<file path="config.mk">
export PLATFORM = sky130hd
export DESIGN_NAME = led_seq_ctrl
export DESIGN_NICKNAME = d
export VERILOG_FILES = /design/src/rtl/led_seq_ctrl.sv
export SDC_FILE = /design/constraint.sdc
export NUM_CORES = 1
export LEC_CHECK = 0
export ABC_AREA = 0
export CORE_MARGIN = 2
export CORE_UTILIZATION = 50
export CTS_CLUSTER_SIZE = 14
export DETAILED_ROUTE_END_ITERATION = 7
export GPL_ROUTABILITY_DRIVEN = 0
export PLACE_DENSITY = 0.67
export SYNTH_ARGS = -nofsm -noshare
export SYNTH_HDL_FRONTEND = slang
export SYNTH_SLANG_ARGS = --single-unit
export TNS_END_PERCENT = 50
</file>
<file path="constraint.sdc">
create_clock -name sys_clk -period 4.6 [get_ports sys_clk]
set_clock_uncertainty 0.05 [all_clocks]
set_input_delay 1.38 -clock sys_clk [delete_from_list [all_inputs] [get_ports sys_clk]]
set_output_delay 1.38 -clock sys_clk [all_outputs]
set_load 0.05 [all_outputs]
</file>
<file path="src/rtl/led_seq_ctrl.sv">
`default_nettype none
// ============================================================================
// Module   : led_seq_ctrl
// Brief    : 4-bit LED pattern sequencer with step prescaler; mode requests
//            arrive on a valid/ready handshake and apply on step boundaries.
//            Build macro LED_ACTIVE_LOW_EN inverts the led port.
// Revision : 1.0
// ============================================================================
module led_seq_ctrl #(
    parameter int               CNT_W   = 25,
    parameter logic [CNT_W-1:0] CNT_MAX = 25'd24_999_999
) (
    input  logic       sys_clk,
    input  logic       sys_rst,
    input  logic       cfg_valid,
    input  logic [2:0] cfg_mode,
    output logic       cfg_ready,
    input  logic       pause,
    output logic [2:0] mode,
    output logic       step_tick,
    output logic [3:0] led
);

    typedef enum logic [0:0] {
        DIR_UP   = 1'b0,
        DIR_DOWN = 1'b1
    } dir_t;

    localparam logic [2:0] MODE_OFF      = 3'd0;
    localparam logic [2:0] MODE_FLOW_L   = 3'd1;
    localparam logic [2:0] MODE_FLOW_R   = 3'd2;
    localparam logic [2:0] MODE_BLINK    = 3'd3;
    localparam logic [2:0] MODE_PINGPONG = 3'd4;

    localparam logic [CNT_W-1:0] CNT_ONE = {{(CNT_W-1){1'b0}}, 1'b1};

    logic [CNT_W-1:0] cnt, cnt_nxt;
    logic [3:0]       pat, pat_nxt;
    logic [2:0]       mode_nxt;
    logic [2:0]       pend_mode, pend_mode_nxt;
    logic             pend_vld, pend_vld_nxt;
    dir_t             dir, dir_nxt;
    logic             tick_i;
    logic             accept;

    assign tick_i = (cnt == CNT_MAX) && !pause;
    assign accept = cfg_valid && cfg_ready;

    always_ff @(posedge sys_clk) begin
        if (sys_rst) begin
            cnt       <= '0;
            mode      <= MODE_OFF;
            pat       <= 4'b0000;
            step_tick <= 1'b0;
            pend_vld  <= 1'b0;
            pend_mode <= MODE_OFF;
            dir       <= DIR_UP;
            cfg_ready <= 1'b1;
        end else begin
            cnt       <= cnt_nxt;
            mode      <= mode_nxt;
            pat       <= pat_nxt;
            step_tick <= tick_i;
            pend_vld  <= pend_vld_nxt;
            pend_mode <= pend_mode_nxt;
            dir       <= dir_nxt;
            cfg_ready <= !pend_vld_nxt;
        end
    end

    always_comb begin
        cnt_nxt       = cnt;
        pat_nxt       = pat;
        mode_nxt      = mode;
        dir_nxt       = dir;
        pend_vld_nxt  = pend_vld;
        pend_mode_nxt = pend_mode;

        if (!pause) begin
            cnt_nxt = (cnt == CNT_MAX) ? '0 : cnt + CNT_ONE;
        end

        if (tick_i) begin
            if (pend_vld) begin
                // Apply loads the initial pattern; reserved codes collapse to OFF.
                pend_vld_nxt = 1'b0;
                dir_nxt      = DIR_UP;
                case (pend_mode)
                    MODE_FLOW_L:   begin mode_nxt = MODE_FLOW_L;   pat_nxt = 4'b0001; end
                    MODE_FLOW_R:   begin mode_nxt = MODE_FLOW_R;   pat_nxt = 4'b1000; end
                    MODE_BLINK:    begin mode_nxt = MODE_BLINK;    pat_nxt = 4'b1111; end
                    MODE_PINGPONG: begin mode_nxt = MODE_PINGPONG; pat_nxt = 4'b0001; end
                    default:       begin mode_nxt = MODE_OFF;      pat_nxt = 4'b0000; end
                endcase
            end else begin
                case (mode)
                    MODE_FLOW_L: pat_nxt = {pat[2:0], pat[3]};
                    MODE_FLOW_R: pat_nxt = {pat[0], pat[3:1]};
                    MODE_BLINK:  pat_nxt = ~pat;
                    MODE_PINGPONG: begin
                        if (dir == DIR_UP) begin
                            if (pat == 4'b1000) begin
                                pat_nxt = 4'b0100;
                                dir_nxt = DIR_DOWN;
                            end else begin
                                pat_nxt = {pat[2:0], 1'b0};
                            end
                        end else begin
                            if (pat == 4'b0001) begin
                                pat_nxt = 4'b0010;
                                dir_nxt = DIR_UP;
                            end else begin
                                pat_nxt = {1'b0, pat[3:1]};
                            end
                        end
                    end
                    default: pat_nxt = 4'b0000;
                endcase
            end
        end

        // Accept and apply are exclusive: accept needs pend_vld low, apply needs it high.
        if (accept) begin
            pend_vld_nxt  = 1'b1;
            pend_mode_nxt = cfg_mode;
        end
    end

`ifdef LED_ACTIVE_LOW_EN
    assign led = ~pat;
`else
    assign led = pat;
`endif

endmodule
`default_nettype wire
</file>
After elaboration in Yosys (flattened, before gate mapping) --
Cells that the tools add are included.
Storage, ports and cells: flip-flop bits (word level) 39, output and inout bits 9, bits of input ports 7, word-level logic and storage cells 44
Operators by class: muxes and demuxes 15, bitwise gates (word level) 1, equality and inequality tests 11, add/sub/neg operators 1, reduce and logical (&&, ||, !) cells 8
Operators by type and width (count):
- 25-bit by 1-bit adder with 25-bit output (second input constant) | 1
- 25-bit equality test (second input constant) | 1
- 25-bit two-way mux | 1
- 4-bit case mux with 4 select lines | 1
- 3-bit by 2-bit equality test with 1-bit output (second input constant) | 4
- 4-bit two-way mux | 3
- 3-bit case mux with 4 select lines | 1
- 4-bit case mux with 3 select lines | 1
- 1-bit two-way mux | 7
- 3-bit by 1-bit equality test with 1-bit output (second input constant) | 2
- 3-bit equality test (second input constant) | 2
- 4-bit by 1-bit equality test with 1-bit output (second input constant) | 1
- 4-bit equality test (second input constant) | 1
- 4-bit NOT | 1
- 2-bit AND reduction | 2
- 3-bit two-way mux | 1
- 1-bit logical AND | 2
- 1-bit logical NOT | 2
- 2-bit nonzero test | 1
- 2-bit OR reduction | 1

Longest topological paths before layout --
word-level depth 5, mapped depth 8

Worst setup path after synthesis --
OpenSTA, ideal clock, no wires.
kind input port to flip-flop, start input port pause, end register cnt[11], required time 4435 ps, cell stages on the path 7, setup slack 2083 ps, arrival 2352 ps, path through and3b_1 -> nand2b_4 -> nor3_2 -> or2_1 -> buf_2 -> buf_4 -> nor2_1
RTL lines:
- start, declared | line 18 | input logic pause,
- end signal, assigned | line 60 | cnt <= cnt_nxt;
- end, declared | line 37 | logic [CNT_W-1:0] cnt, cnt_nxt;

==> summary.json <==
{
  "timing": {
    "rsz0062_at_grt": "no",
    "final_layout_setup_total_negative_slack_ps": 0,
    "slew_headroom": 0.475,
    "max_slew.worst_pin.slew_ps": 787,
    "setup-violations-final": 0,
    "timing.final.crit_period_ps": 3300,
    "final_max_slew_viol_count": 0,
    "final_hold_viol_count": 0,
    "fmax_ghz": 0.303,
    "final_min_period_over_clock_period": 0.718
  },
  "critical_path": {
    "delay_contributed_by_the_slowest_stage_of_the_critical_path_ps": 630,
    "path_max_fanout": 25,
    "crit_path_cell_trace": "clkdlybuf4s50_1 > and3b_1 > nand2b_4 > nor3_2 > buf_4 > or2_1 > nor2_1",
    "critical_path.endpoint_type": "flop",
    "worst_ep_arrival_time_ps": 3400,
    "critPathKind": "in -> reg",
    "crit_required_ps": 4700,
    "slowest_library_cell_on_the_worst_path": "sky130_fd_sc_hd__or2_1",
    "start_kind": "primary input",
    "timing.critical_path.max_delay_family": "simple AND/OR/NAND/NOR gates",
    "path_buf_inv": 2
  },
  "synthesis": {
    "synthDominantAreaCellType": "sky130_fd_sc_hd__dfxtp_1",
    "synth_most_common_cell": "sky130_fd_sc_hd__dfxtp_1",
    "yosys_register_bits": 39,
    "synth.top_cells.by_area": "sky130_fd_sc_hd__dfxtp_1 40%, sky130_fd_sc_hd__xor2_1 8.6%, sky130_fd_sc_hd__nor2_1 6.0%, sky130_fd_sc_hd__nand2b_1 3.9%, sky130_fd_sc_hd__nand2_1 3.5%",
    "synth-async-reset-ratio": 0,
    "netlist_instances": 227,
    "syn_area_sq_um": 1930,
    "yosysSeqAreaShare": 0.404,
    "synth.top_cell.area_share": 0.404,
    "synth.avg_cell_area_sq_um": 8.52,
    "post_synth_net_total": 235,
    "synthTopCellsByCount": "39 x sky130_fd_sc_hd__dfxtp_1, 31 x sky130_fd_sc_hd__nor2_1, 19 x sky130_fd_sc_hd__xor2_1, 18 x sky130_fd_sc_hd__nand2_1, 13 x sky130_fd_sc_hd__nand3_1",
    "synth_edf_count": 0,
    "synth_cell_types": 41,
    "ys_warn_count": 0,
    "synth_flop_cell": "sky130_fd_sc_hd__dfxtp_1"
  },
  "routing": {
    "avgViaCountPerCell": 5.50,
    "routed_wl_um": 3750,
    "remaining_routing_drc_violations": 0,
    "drtAntennaViolNets": 0,
    "drt_iter0_drc": 136,
    "routed-via-count": 1585,
    "drt_pass1_iterations": 4,
    "routed_wire_length_per_instance_um": 13.0
  },
  "cts": {
    "cts.sink_count": 39,
    "post_cts.resized_instances": 0,
    "tritoncts.num_buffers": 5,
    "post_cts_setup_repair_buffer_count": 0,
    "root_buffer": "sky130_fd_sc_hd__clkbuf_8",
    "hold_buffer_count_at_cts": 0,
    "htree_num_levels": 2,
    "tritoncts": "yes",
    "ctsLongestPathBuffers": 2,
    "clk_transition_reported_paths_ps": 70,
    "clk_latency_ps": 290
  },
  "pwr": {
    "pwr_density_cell_nw_per_um2": 274,
    "highest_ir_drop_seen_on_vdd_uv": 164,
    "p_leak_nw": 0.768
  },
  "place": {
    "hpwlAfterDp_um": 2690,
    "port_buffers": 15,
    "place.detailed.instances": 280
  },
  "grt": {
    "grt_pass1_wl_um": 6670,
    "remaining_global_route_overflow": 0,
    "global_route.usage.total": 0.200,
    "grt_antenna_before_repair": 0,
    "grt_pass1_vias": 1517,
    "largest_net_degree_at_the_start_of_global_routing": 26
  },
  "floorplanning": {
    "placementRows": 22,
    "initial_utilization": 0.524,
    "boundaryPins": 16,
    "fp.coreArea_sq_um": 3690,
    "die-height_um": 66.2,
    "die_area_sq_um": 4380,
    "x_dimension_of_the_die_um": 66.2
  },
  "final_layout": {
    "layout.nets": 247,
    "antenna_cells_inserted": 0,
    "filler_cell_count": 319,
    "fraction_of_final_layout_cells_with_drive_strength_greater_than_1": 0.0625,
    "finalNonFillerCells": 288,
    "area_delta_synth_final_pct": 12.8
  },
  "run": {
    "drv.max_cap_violation_count": 0
  },
  "min_path": {
    "min-delay-path-class": "reg -> reg"
  },
  "status": {
    "run_status": "finished clean"
  }
}
-- report_power, final --
| group | internal, W | total [W] | switching (W) | leakage, nW |
|---|---|---|---|---|
| combinational | 0.0000137 | 0.0000286 | 0.0000149 | 0.405 |
| sequential | 0.000342 | 0.000349 | 0.00000673 | 0.315 |
| clock | 0.000104 | 0.000220 | 0.000116 | 0.0477 |
-- sequential cells by signal (all words and copies together), names as in the netlist --
name,flops
cnt,25
mode,3
pend_vld,1
dir,1
pend_mode,3
led,4
cfg_ready,1
step_tick,1
-- worst paths after layout --
kind / startpoint / endpoint / slack (ps) / depth (start not counted)
worst min-delay path: pend_mode[0] / pend_mode[0] / 470 / 2
worst max register to register: cnt[0] / cnt[24] / 2410 / 7
worst max-delay path: pause / cnt[24] / 1300 / 7
worst min register to register: pend_mode[0] / pend_mode[0] / 470 / 2
-- final cells by class --
cell class                      instances  area [sq um]  share of cell area
Tap cell                               48          60.1              0.0275
Sequential cell                        39           781               0.358
Multi-Input combinational cell        176          1100               0.502
Inverter                                1          3.75             0.00172
Timing Repair Buffer                   16           158              0.0722
Clock buffer                            5          68.8              0.0315
Clock inverter                          3          15.0             0.00688
-- kinds of logic (layout without fill, tap and decap cells) --
kind of cell / after synthesis / count (layout) / synth area share
AO/OA/AOI/OAI: 31 / 31 / 0.0983
buffers and inverters: 12 / 25 / 0.0298
AND/OR/NAND/NOR: 114 / 114 / 0.321
adder cells (fa/ha/maj): 1 / 1 / 0.00647
XOR/XNOR: 24 / 24 / 0.109
flip-flops: 39 / 39 / 0.404
multiplexers: 6 / 6 / 0.0317
-- routing by layer --
metal  track usage  vias up  share of wire
li1              -      806              -
met1         0.217      724           0.42
met2         0.364       41           0.50
met3        0.0460       14          0.040
met4        0.0944        0          0.033
met5             0        -              0
-- worst min-delay path: cells and delay by family, from the launching register on --
| family | cells | cell delay (ps) |
|---|---|---|
| AO/OA/AOI/OAI | 1 | 50 |
| flip-flops | 1 | 350 |
| AND/OR/NAND/NOR | 1 | 70 |
-- layout by cell type, fill, tap and decap left out, types with 7 or more instances in the layout --
| cell | instances |
|---|---|
| sky130_fd_sc_hd__dfxtp_1 | 39 |
| sky130_fd_sc_hd__nor2_1 | 31 |
| sky130_fd_sc_hd__xor2_1 | 19 |
| sky130_fd_sc_hd__nand2_1 | 18 |
| sky130_fd_sc_hd__clkdlybuf4s50_1 | 15 |
| sky130_fd_sc_hd__nand3_1 | 13 |
| sky130_fd_sc_hd__nand2b_1 | 12 |
| sky130_fd_sc_hd__a21oi_1 | 9 |
| sky130_fd_sc_hd__o21ai_0 | 7 |
-- per-stage QoR --
stage	power, W	cell area [sq um]	worst slack (ps)	util	hold WS, ps
floorplan	0.000375	1930	2080	-	413
global placement	0.000385	2100	1010	0.569	440
detailed placement	0.000386	2100	961	0.569	460
CTS	0.000605	2180	1270	0.592	471
global route	0.000628	2180	1090	0.592	500
finish	0.000597	2180	1300	0.592	466
Power figures use the tool's default switching activity.
